File: config.mk
export PLATFORM = sky130hd
export DESIGN_NAME = coin_acceptor
export DESIGN_NICKNAME = d
export VERILOG_FILES = /design/src/rtl/coin_acceptor.sv
export SDC_FILE = /design/constraint.sdc
export NUM_CORES = 1
export LEC_CHECK = 0
export BUFFER_PORTS_ARGS = -buffer_cell sky130_fd_sc_hd__buf_4
export CAP_MARGIN = 0
export CORE_UTILIZATION = 33
export DETAILED_ROUTE_END_ITERATION = 12
export PLACE_DENSITY = 0.57
export SETUP_SLACK_MARGIN = 0.1
export SKIP_LAST_GASP = 1
export SYNTH_ARGS = -nofsm -noshare
export SYNTH_HDL_FRONTEND = slang
export SYNTH_SLANG_ARGS = --single-unit
File: constraint.sdc
create_clock -name clk -period 5.7 [get_ports clk]
set_clock_uncertainty 0.15 [all_clocks]
set_input_delay 0.285 -clock clk [delete_from_list [all_inputs] [get_ports clk]]
set_output_delay 0.285 -clock clk [all_outputs]
set_load 0.01 [all_outputs]
File: src/rtl/coin_acceptor.sv
// Coin acceptor front end: synchronizes and debounces the Rs.5 / Rs.10 coin
// sensors, turns each debounced rising edge into a coin event, buffers events
// in a small FIFO and hands them to the vending FSM one per cycle. Coins that
// cannot be buffered, or that are flushed, are signalled on the reject line.
module coin_acceptor #(
  parameter int unsigned DEB_CYCLES = 4,
  parameter int unsigned QDEPTH     = 4
) (
  input  logic                      clk,
  input  logic                      reset_n,
  input  logic                      raw_nickel,
  input  logic                      raw_dime,
  input  logic                      accept_en,
  input  logic                      flush,
  output logic [1:0]                coin,
  output logic                      reject,
  output logic [$clog2(QDEPTH):0]   pending
);

  localparam int unsigned AW       = $clog2(QDEPTH);
  localparam int unsigned CW       = AW + 1;
  localparam logic [7:0]  DEB_LAST = 8'(DEB_CYCLES - 1);

  // Line index 0 is the nickel sensor, index 1 the dime sensor.
  logic [1:0]    w_raw;
  logic [1:0]    r_s1;
  logic [1:0]    r_s2;
  logic [1:0]    r_warm;
  logic [1:0]    r_lvl;
  logic [1:0]    r_arm;
  logic [7:0]    r_cnt [2];
  logic [1:0]    w_ev;

  logic [1:0]    r_mem [QDEPTH];
  logic [AW-1:0] r_wptr;
  logic [AW-1:0] r_rptr;
  logic [CW-1:0] r_count;
  logic [7:0]    r_rej_cnt;
  logic [1:0]    r_coin;
  logic          r_reject;

  logic          w_pop;
  logic [CW-1:0] w_free;
  logic          w_push_nk;
  logic          w_push_dm;
  logic [AW-1:0] w_wptr_dm;
  logic [1:0]    w_rej_new;
  logic [8:0]    w_rej_sum;
  logic [7:0]    w_rej_total;

  assign w_raw = {raw_dime, raw_nickel};

  // Two-flop synchronizers for both asynchronous sensor lines.
  always_ff @(posedge clk or negedge reset_n) begin
    if (!reset_n) begin
      r_s1 <= '0;
      r_s2 <= '0;
    end else begin
      r_s1 <= w_raw;
      r_s2 <= r_s1;
    end
  end

  // Counts the edges after reset until r_s2 carries real sensor samples.
  always_ff @(posedge clk or negedge reset_n) begin
    if (!reset_n) begin
      r_warm <= '0;
    end else if (r_warm != 2'd2) begin
      r_warm <= r_warm + 2'd1;
    end
  end

  // Debouncers; a line is armed only once it has been seen low after reset, so
  // a coin stuck in the sensor across reset is never counted.
  always_ff @(posedge clk or negedge reset_n) begin
    if (!reset_n) begin
      r_lvl <= '0;
      r_arm <= '0;
      for (int i = 0; i < 2; i++) begin
        r_cnt[i] <= '0;
      end
    end else begin
      for (int i = 0; i < 2; i++) begin
        if (r_s2[i] != r_lvl[i]) begin
          if (r_cnt[i] == DEB_LAST) begin
            r_lvl[i] <= r_s2[i];
            r_cnt[i] <= '0;
          end else begin
            r_cnt[i] <= r_cnt[i] + 8'd1;
          end
        end else begin
          r_cnt[i] <= '0;
        end
        if (r_warm == 2'd2 && !r_s2[i] && !r_lvl[i]) begin
          r_arm[i] <= 1'b1;
        end
      end
    end
  end

  // Coin events fire in the cycle whose edge flips the debounced level 0->1.
  always_comb begin
    w_ev = '0;
    for (int i = 0; i < 2; i++) begin
      w_ev[i] = r_arm[i] & r_s2[i] & ~r_lvl[i] & (r_cnt[i] == DEB_LAST);
    end
  end

  // Push/pop arbitration and reject accounting.
  always_comb begin
    w_pop       = (r_count != '0) && accept_en && !flush;
    // A same-cycle pop frees a slot for this cycle's push.
    w_free      = CW'(QDEPTH) - r_count + CW'(w_pop);
    w_push_nk   = w_ev[0] && !flush && (w_free != '0);
    w_push_dm   = w_ev[1] && !flush && (w_free > CW'(w_push_nk));
    w_wptr_dm   = r_wptr + AW'(w_push_nk);
    w_rej_new   = 2'(w_ev[0] & ~w_push_nk) + 2'(w_ev[1] & ~w_push_dm);
    w_rej_sum   = 9'(r_rej_cnt) + 9'(w_rej_new) + (flush ? 9'(r_count) : 9'd0);
    w_rej_total = w_rej_sum[8] ? 8'hff : w_rej_sum[7:0];
  end

  // FIFO storage; contents need no reset since pointers define validity.
  always_ff @(posedge clk) begin
    if (w_push_nk) begin
      r_mem[r_wptr] <= 2'b01;
    end
    if (w_push_dm) begin
      r_mem[w_wptr_dm] <= 2'b10;
    end
  end

  // FIFO pointers, occupancy and the registered coin output.
  always_ff @(posedge clk or negedge reset_n) begin
    if (!reset_n) begin
      r_wptr  <= '0;
      r_rptr  <= '0;
      r_count <= '0;
      r_coin  <= 2'b00;
    end else if (flush) begin
      r_wptr  <= '0;
      r_rptr  <= '0;
      r_count <= '0;
      r_coin  <= 2'b00;
    end else begin
      r_wptr  <= r_wptr + AW'(w_push_nk) + AW'(w_push_dm);
      r_rptr  <= r_rptr + AW'(w_pop);
      r_count <= r_count + CW'(w_push_nk) + CW'(w_push_dm) - CW'(w_pop);
      r_coin  <= w_pop ? r_mem[r_rptr] : 2'b00;
    end
  end

  // Reject pulse train: one cycle per outstanding rejected coin.
  always_ff @(posedge clk or negedge reset_n) begin
    if (!reset_n) begin
      r_rej_cnt <= '0;
      r_reject  <= 1'b0;
    end else if (w_rej_total != '0) begin
      r_rej_cnt <= w_rej_total - 8'd1;
      r_reject  <= 1'b1;
    end else begin
      r_rej_cnt <= '0;
      r_reject  <= 1'b0;
    end
  end

  assign coin    = r_coin;
  assign reject  = r_reject;
  assign pending = r_count;

endmodule

==> results of run 1 <==
## stage by stage
stage / total power, mW / setup slack (ns) / utilization (%)
final: 1.22 / 0.603 / 39.2
after floorplan: 0.881 / 0.653 / -
after global placement: 0.991 / 0.653 / 37.6
after CTS: 1.23 / 0.563 / 39.2
after detailed placement: 0.995 / 0.581 / 37.6
after global routing: 1.33 / 0.191 / 39.2
## sequential cells by signal (all words and copies together) (netlist names), 3 cells and up
| register | flops |
|---|---|
| r_cnt | 16 |
| r_mem | 8 |
| r_rej_cnt | 8 |
| pending | 3 |
## final cells by class
type                            instances  share of cell area (%)
Clock buffer                            7                    3.15
Clock inverter                          1                   0.162
Inverter                               15                    1.82
Multi-Input combinational cell        189                    45.6
Sequential cell                        52                    40.7
Tap cell                              102                    4.12
Timing Repair Buffer                   17                    4.37
## per-layer routing
metal  global-route usage (%)  wire (um)  up-vias
li1                         -          -      940
met1                     17.2       2380      893
met2                     19.3       2190       25
met3                     3.17        151        6
met4                     4.62         73        0
met5                        0          0        -
## cells in the mapped netlist (all sizes together) (6+ instances only)
cell type,number
ha,15
nor2,34
nor2b,6
dfxtp,8
nand3,13
nand2,15
dfrtp,44
xor2,13
inv,15
nor3,6
xnor2,12
## worst max-delay path, delay by kind of cell, from the launching register on
kind	cells	cell delay (ns)
DFF	1	0.47
AOI/OAI and AO/OA	4	1.13
and+or+nand+nor	7	1.38
buffers and inverters	2	0.23
xor gates and xnor gates	1	0.14
adders and majority gates	6	1.48
## kinds of logic after synthesis
logic type	Yosys count	share of synthesized area [%]
fa+ha+maj	20	10.4
mux	10	4.72
xor+xnor	25	7.94
flops	52	45.7
buf+inv	21	3.08
compound gates	32	9.25
simple gates	102	18.9
## worst paths after layout
| path | to | slack (ns) | cells past startpoint |
|---|---|---|---|
| max | r_rej_cnt[2]$_DFF_PN0_ | 0.60 | 20 |
| min in group asynchronous | r_rej_cnt[5]$_DFF_PN0_ | 0.36 | 2 |
| min | pending[0]$_DFF_PN0_ | 0.06 | 2 |
| min reg2reg | r_s2[0]$_DFF_PN0_ | 0.21 | 0 |
| max in group asynchronous | r_lvl[1]$_DFFE_PN0P_ | 4.64 | 2 |
| max reg2reg | r_rej_cnt[2]$_DFF_PN0_ | 0.60 | 20 |
## power by group
part / total (mW) / internal, mW / switching, mW
clock network: 0.233 / 0.113 / 0.120
logic: 0.457 / 0.221 / 0.236
registers: 0.526 / 0.440 / 0.0855
total: 1.22 / 0.774 / 0.442
==> summary.md, run 1 <==
| Metric | Value |
|---|---|
| Area taken by multi-input logic gates | 0.00141 mm^2 |
| Post-CTS setup buffers | 0 |
| Clock Tree Root | clkbuf_8 |
| Max-cap viol count | 0 |
| Dpl cells | ~370 |
| Final setup fails | 0 |
| Worst-Skew Late Latency | 0.30 ns |
| Hpwl dp | 3450 um |
| RSZ-0062 raised after global routing | false |
| Worst slew margin | 62.7% |
| Largest cells by area after synthesis | dfrtp_1 40%, ha_1 6.8%, dfxtp_1 5.8%, nor2_1 4.6%, xor2_1 4.1% |
| Yosys warns | 0 |
| Fin cells | 383 |
| Max Slew Vio Count | 0 |
| Vias in the first global route | 1851 |
| Post-route cell area | around 0.0031 mm^2 |
| Antenna violations before repair | 0 |
| Vias per inst | 4.87 |
| # rows | 32 |
| Post-cts repair resize count | 0 |
| DR WL/cell | 12.5 um |
| Core ar. | 0.00789 mm^2 |
| # fillers | 751 |
| Hold slack | 0.0640 ns |
| H-tree levels | 2 |
| Hold_sp | flush |
| DP Area | slightly below 0.003 mm^2 |
| Post-synthesis cell count | 262 |
| Max Clk Rate | around 200 MHz |
| Worst endpoint required time | 5.73 ns |
| Layout net count | 306 |
| Cts hold-fix bufs | 3 |
| Global-route usage over all layers | 12.6% |
| Pwr/cell area | 393 mW/mm^2 |
| Most frequent cells in the layout | 44 x dfrtp_1, 34 x nor2_1, 15 x nand2_1, 15 x ha_1 |
| Syn_area_per_cell | 10.5 um^2 |
| Slew @ Worst Pin | roughly 0.56 ns |
| Synth unique cells | 50 |
| Peak supply drop | 0.165 mV |
| Period utilisation layout | 89.4% |
| Die Ht | 93.4 um |
| CTS Buffer Depth | 2 |
| Largest net degree at the start of global routing | 45 |
| Syn nets | 288 |
| Status | finished, final reports clean |
| Worst hold path class | input port to register |
| Drt initial violations | 75 |
| Number of enable flip-flop cells after synthesis | 0 |
| CTS buffer count | 5 |
| Yosys reg bits | 52 |
| Initial core utilization | 35.0% |
| Critical path launch point | pending[1]$_DFF_PN0_ |
| Residual DRC | 0 |
| Grt ovf | 0 |
| Die area | 0.00873 mm^2 |
| Share of cells above drive strength 1 | 12.5% |
| CP dominant cell by count | ha_1 |
| WL final | 4800 um |
| Post-synth top flop | dfrtp_1 |
| Top cell type by total area after synthesis | dfrtp_1 |
| Setup TNS Final | 0 ns |
| CP endpoint kind | register |
| Antenna fix cells | 0 |
| Reg2reg start | pending[1]$_DFF_PN0_ |
| Most common cell after layout, fill and taps aside | dfrtp_1 |
| TritonRoute pass-1 iters | 4 |
| Sequential area share after synthesis | 45.7% |
| CP Cell Sequence | o311ai_0 -> buf_4 -> ha_1 -> inv_1 -> ha_1 -> xnor2_1 -> a31o_2 -> a31oi_1 -> nor2b_1 -> ha_1 -> fa_1 -> ha_1 -> a211oi_4 -> nor4_2 -> nor2_1 -> ha_1 -> nand2_1 -> or3_1 -> nor4_4 -> nor2_1 |
| Min cycle time layout | 5.10 ns |
| Mapped cell area | 0.00276 mm^2 |
| IO Port Bufs | 11 |
| CTS tree | built |
| Synth top area share | 39.9% |
| Routability Congestion | 0.811 |
| Critical path data arrival time | 5.12 ns |
| Critical Path Max Stage Delay | just under 0.5 ns |
| Crit Path Category | register to register |
| Register area | 0.00126 mm^2 |
| Vias | 1864 |
| Async S/R FF share, synth | 84.6% |
| Static Leak | around 1.4 nW |
| I/O pin count | 12 |
| Critical Path Fanout Max | 6 |
| CP max-delay cell | nor4_4 |
| Final hold viol count | 0 |
| Die Wd | 93.4 um |
| Crit path launch type | register |
| First-pass GRT wire length | roughly 8500 um |
| Reg clk slew, reported paths | roughly 0.10 ns |
| Syn-to-layout area delta | 12.2% |
| Routed Antenna Nets | 0 |
| Clock sinks | 52 |
No activity file was read; power rests on OpenSTA's default activity.
==> run 2, diff against run 1 <==
BUFFER_PORTS_ARGS = -buffer_cell sky130_fd_sc_hd__buf_2   (was -buffer_cell sky130_fd_sc_hd__buf_4)
==> run 2 against run 1 <==
The flow now finishes with violations (hold timing); power fell by 1.1%; sequential share of layout area rose by 0.67 points; wire length increased by 0.63%; clock power decreased by 4%; highest routed layer unchanged; fmax grew 0.51%; sequential power barely moved.
==> summary.md, run 2 (synthesis gave the netlist of run 1 again) <==
| Metric | Value |
|---|---|
| Status | finished with violations (was finished, final reports clean) |
| Failing checks | hold timing |
| First-pass GRT wire length | 8720 um (was 8550 um) |
| Crit Path Category | register to register (unchanged) |
| CTS buffer count | 5 (unchanged) |
| Most common cell after layout, fill and taps aside | dfrtp_1 (unchanged) |
| Vias | 1851 (was 1864) |
| Worst Reg-to-Reg Cells | 20 (unchanged) |
| IO Port Bufs | 11 (unchanged) |
| Reg clk slew, reported paths | 0.10 ns (about the same) |
| TritonRoute pass-1 iters | 4 (unchanged) |
| Period utilisation layout | 89.0% (was 89.4%) |
| Die area | 0.00873 mm^2 (unchanged) |
| Reg2Reg Capture Point | r_rej_cnt[3]$_DFF_PN0_ (was r_rej_cnt[2]$_DFF_PN0_) |
| Largest net degree at the start of global routing | 45 (unchanged) |
| Pwr/cell area | 395 mW/mm^2 (was 393 mW/mm^2) |
| Global-route usage over all layers | 12.8% (was 12.6%) |
| Switching Fraction | 37.6% (was 36.4%) |
| Slew @ Worst Pin | 0.968 ns (was 0.560 ns) |
| CTS tree | built (unchanged) |
| Area taken by multi-input logic gates | 0.00141 mm^2 (unchanged) |
| Max Slew Vio Count | 0 (unchanged) |
| CTS Buffer Depth | 2 (unchanged) |
| Residual DRC | 0 (unchanged) |
| Worst-Skew Late Latency | 0.30 ns (about the same) |
| Worst endpoint required time | 5.73 ns (about the same) |
| I/O pin count | 12 (unchanged) |
| Setup TNS Final | 0 ns (unchanged) |
| Vias per inst | 4.86 (was 4.87) |
| Clock Tree Root | clkbuf_8 (unchanged) |
| Layout net count | 304 (was 306) |
| Antenna violations before repair | 0 (unchanged) |
| Final hold viol count | 44 (was 0) |
| H-tree levels | 2 (unchanged) |
| Peak supply drop | 0.178 mV (was 0.165 mV) |
| Share of cells above drive strength 1 | 12.5% (about the same) |
| Static Leak | 1.38 nW (was 1.41 nW) |
| Max Clk Rate | 197 MHz (was 196 MHz) |
| Dpl cells | 371 (was 372) |
| Routed Antenna Nets | 0 (unchanged) |
| Grt ovf | 0 (unchanged) |
| R2R setup slack | 0.63 ns (was 0.60 ns) |
| Worst hold path class | input port to asynchronous set/reset pin (was input port to register) |
| Register area | 0.00126 mm^2 (unchanged) |
| Crit path launch type | register (unchanged) |
| Die Ht | 93.4 um (unchanged) |
| WL final | 4830 um (was 4800 um) |
| CP endpoint kind | register (unchanged) |
| Syn-to-layout area delta | 10.4% (was 12.2%) |
| Drt initial violations | 98 (was 75) |
| Psw | 0.452 mW (was 0.442 mW) |
| Critical Path Fanout Max | 6 (unchanged) |
| # fillers | 767 (was 751) |
| Largest Register | r_cnt (unchanged) |
| Worst slew margin | 35.4% (was 62.7%) |
| Die Wd | 93.4 um (unchanged) |
| Clock sinks | 52 (unchanged) |
| Fin cells | 381 (was 383) |
| Clock share of power | 18.6% (was 19.2%) |
| Vias in the first global route | 1869 (was 1851) |
| Critical path data arrival time | 5.10 ns (was 5.12 ns) |
| Largest regs | r_cnt (16), r_mem (8), r_rej_cnt (8) (unchanged) |
| Hold slack | -0.0196 ns (was 0.0640 ns) |
| Part of the power in combinational logic | 37.6% (about the same) |
| Hpwl dp | 3560 um (was 3450 um) |
| Min cycle time layout | 5.07 ns (was 5.10 ns) |
| Number of flip-flops in the largest register | 16 (unchanged) |
| Most frequent cells in the layout | 44 x dfrtp_1, 34 x nor2_1, 15 x nand2_1, 15 x ha_1, 14 x inv_1 (was 44 x dfrtp_1, 34 x nor2_1, 15 x nand2_1, 15 x ha_1) |
| Antenna fix cells | 0 (unchanged) |
| Max-cap viol count | 0 (unchanged) |
| Pint | 0.750 mW (was 0.774 mW) |
| RSZ-0062 raised after global routing | false (unchanged) |
| DR WL/cell | 12.7 um (was 12.5 um) |
| Post-Route Utilization | 38.6% (was 39.2%) |
| Core ar. | 0.00789 mm^2 (unchanged) |
| Seq pwr share | 43.8% (was 43.2%) |
| # rows | 32 (unchanged) |
| Reg2reg start | pending[1]$_DFF_PN0_ (unchanged) |
| Post-cts repair resize count | 0 (unchanged) |
| Routability Congestion | 0.846 (was 0.811) |
| Final setup fails | 0 (unchanged) |
| Initial core utilization | 35.0% (unchanged) |
## run 2: cell count changes in the layout (fill, tap and decap cells not counted), sizes merged
cell and delta:
clkinvlp +2, buf -1, clkbuf -1, clkinv -1
dlygate4sd3 -1
## run 2: worst max-delay path by stage
stage	from	cells after the start	endpoint	slack (ns)
2_1_floorplan	pending[1]$_DFF_PN0_	18	r_rej_cnt[5]$_DFF_PN0_	0.65
3_3_place_gp	pending[1]$_DFF_PN0_	20	r_rej_cnt[0]$_DFF_PN0_	0.75
3_5_place_dp	pending[1]$_DFF_PN0_	20	r_rej_cnt[0]$_DFF_PN0_	0.62
4_1_cts	pending[1]$_DFF_PN0_	20	r_rej_cnt[3]$_DFF_PN0_	0.59
5_1_grt	pending[1]$_DFF_PN0_	20	r_rej_cnt[2]$_DFF_PN0_	0.24
6_report	pending[1]$_DFF_PN0_	20	r_rej_cnt[3]$_DFF_PN0_	0.63
## run 2: worst max-delay path: stages, from the launching register on
cell and delay, ns:
dfrtp_1 0.45, o311ai_0 0.33, buf_4 0.19, ha_1 0.13, inv_1 0.04, ha_1 0.18
xnor2_1 0.14, a31o_2 0.27, a31oi_1 0.18, nor2b_1 0.08, ha_1 0.20, fa_1 0.45
ha_1 0.33, a211oi_4 0.33, nor4_2 0.14, nor2_1 0.12, ha_1 0.20, nand2_1 0.05
or3_1 0.42, nor4_4 0.46, nor2_1 0.10
## run 2: power groups by stage
stage                     Clock [mW]  Sequential, mW  Combinational [mW]
after detailed placement           0           0.535               0.456
after global routing           0.246           0.542               0.523
after global placement             0           0.536               0.450
final                          0.223           0.527               0.452
after CTS                      0.236           0.528               0.459
after floorplan                    0           0.500               0.381
## run 2: final cells by class
type / count / area share, %
Multi-Input combinational cell: 189 / 46.4
Clock inverter: 2 / 0.493
Inverter: 15 / 1.85
Tap cell: 102 / 4.19
Sequential cell: 52 / 41.4
Timing Repair Buffer: 15 / 2.96
Clock buffer: 6 / 2.71
## run 2: repair_timing
item / 4_1_cts / 5_1_grt
endpoints found under the setup margin: 0 / 0
hold buffers: 2 / 0
endpoints found under the hold margin: 2 / 0
setup buffers: 0 / 0
## run 2: per-layer routing
| layer | GRT usage (%) | part of all wire, % | vias up |
|---|---|---|---|
| met5 | 0 | 0 | - |
| met4 | 5.38 | 1.9 | 0 |
| met3 | 2.20 | 2.2 | 7 |
| met2 | 20.2 | 46 | 24 |
| met1 | 17.4 | 49 | 880 |
| li1 | - | - | 940 |
## run 2: metrics by stage
stage	area, um^2	power [mW]	worst slack (ns)
CTS	3050	1.22	0.592
global route	3050	1.31	0.244
finish	3050	1.20	0.628
global placement	2930	0.986	0.751
detailed placement	2930	0.991	0.622
floorplan	2760	0.881	0.653
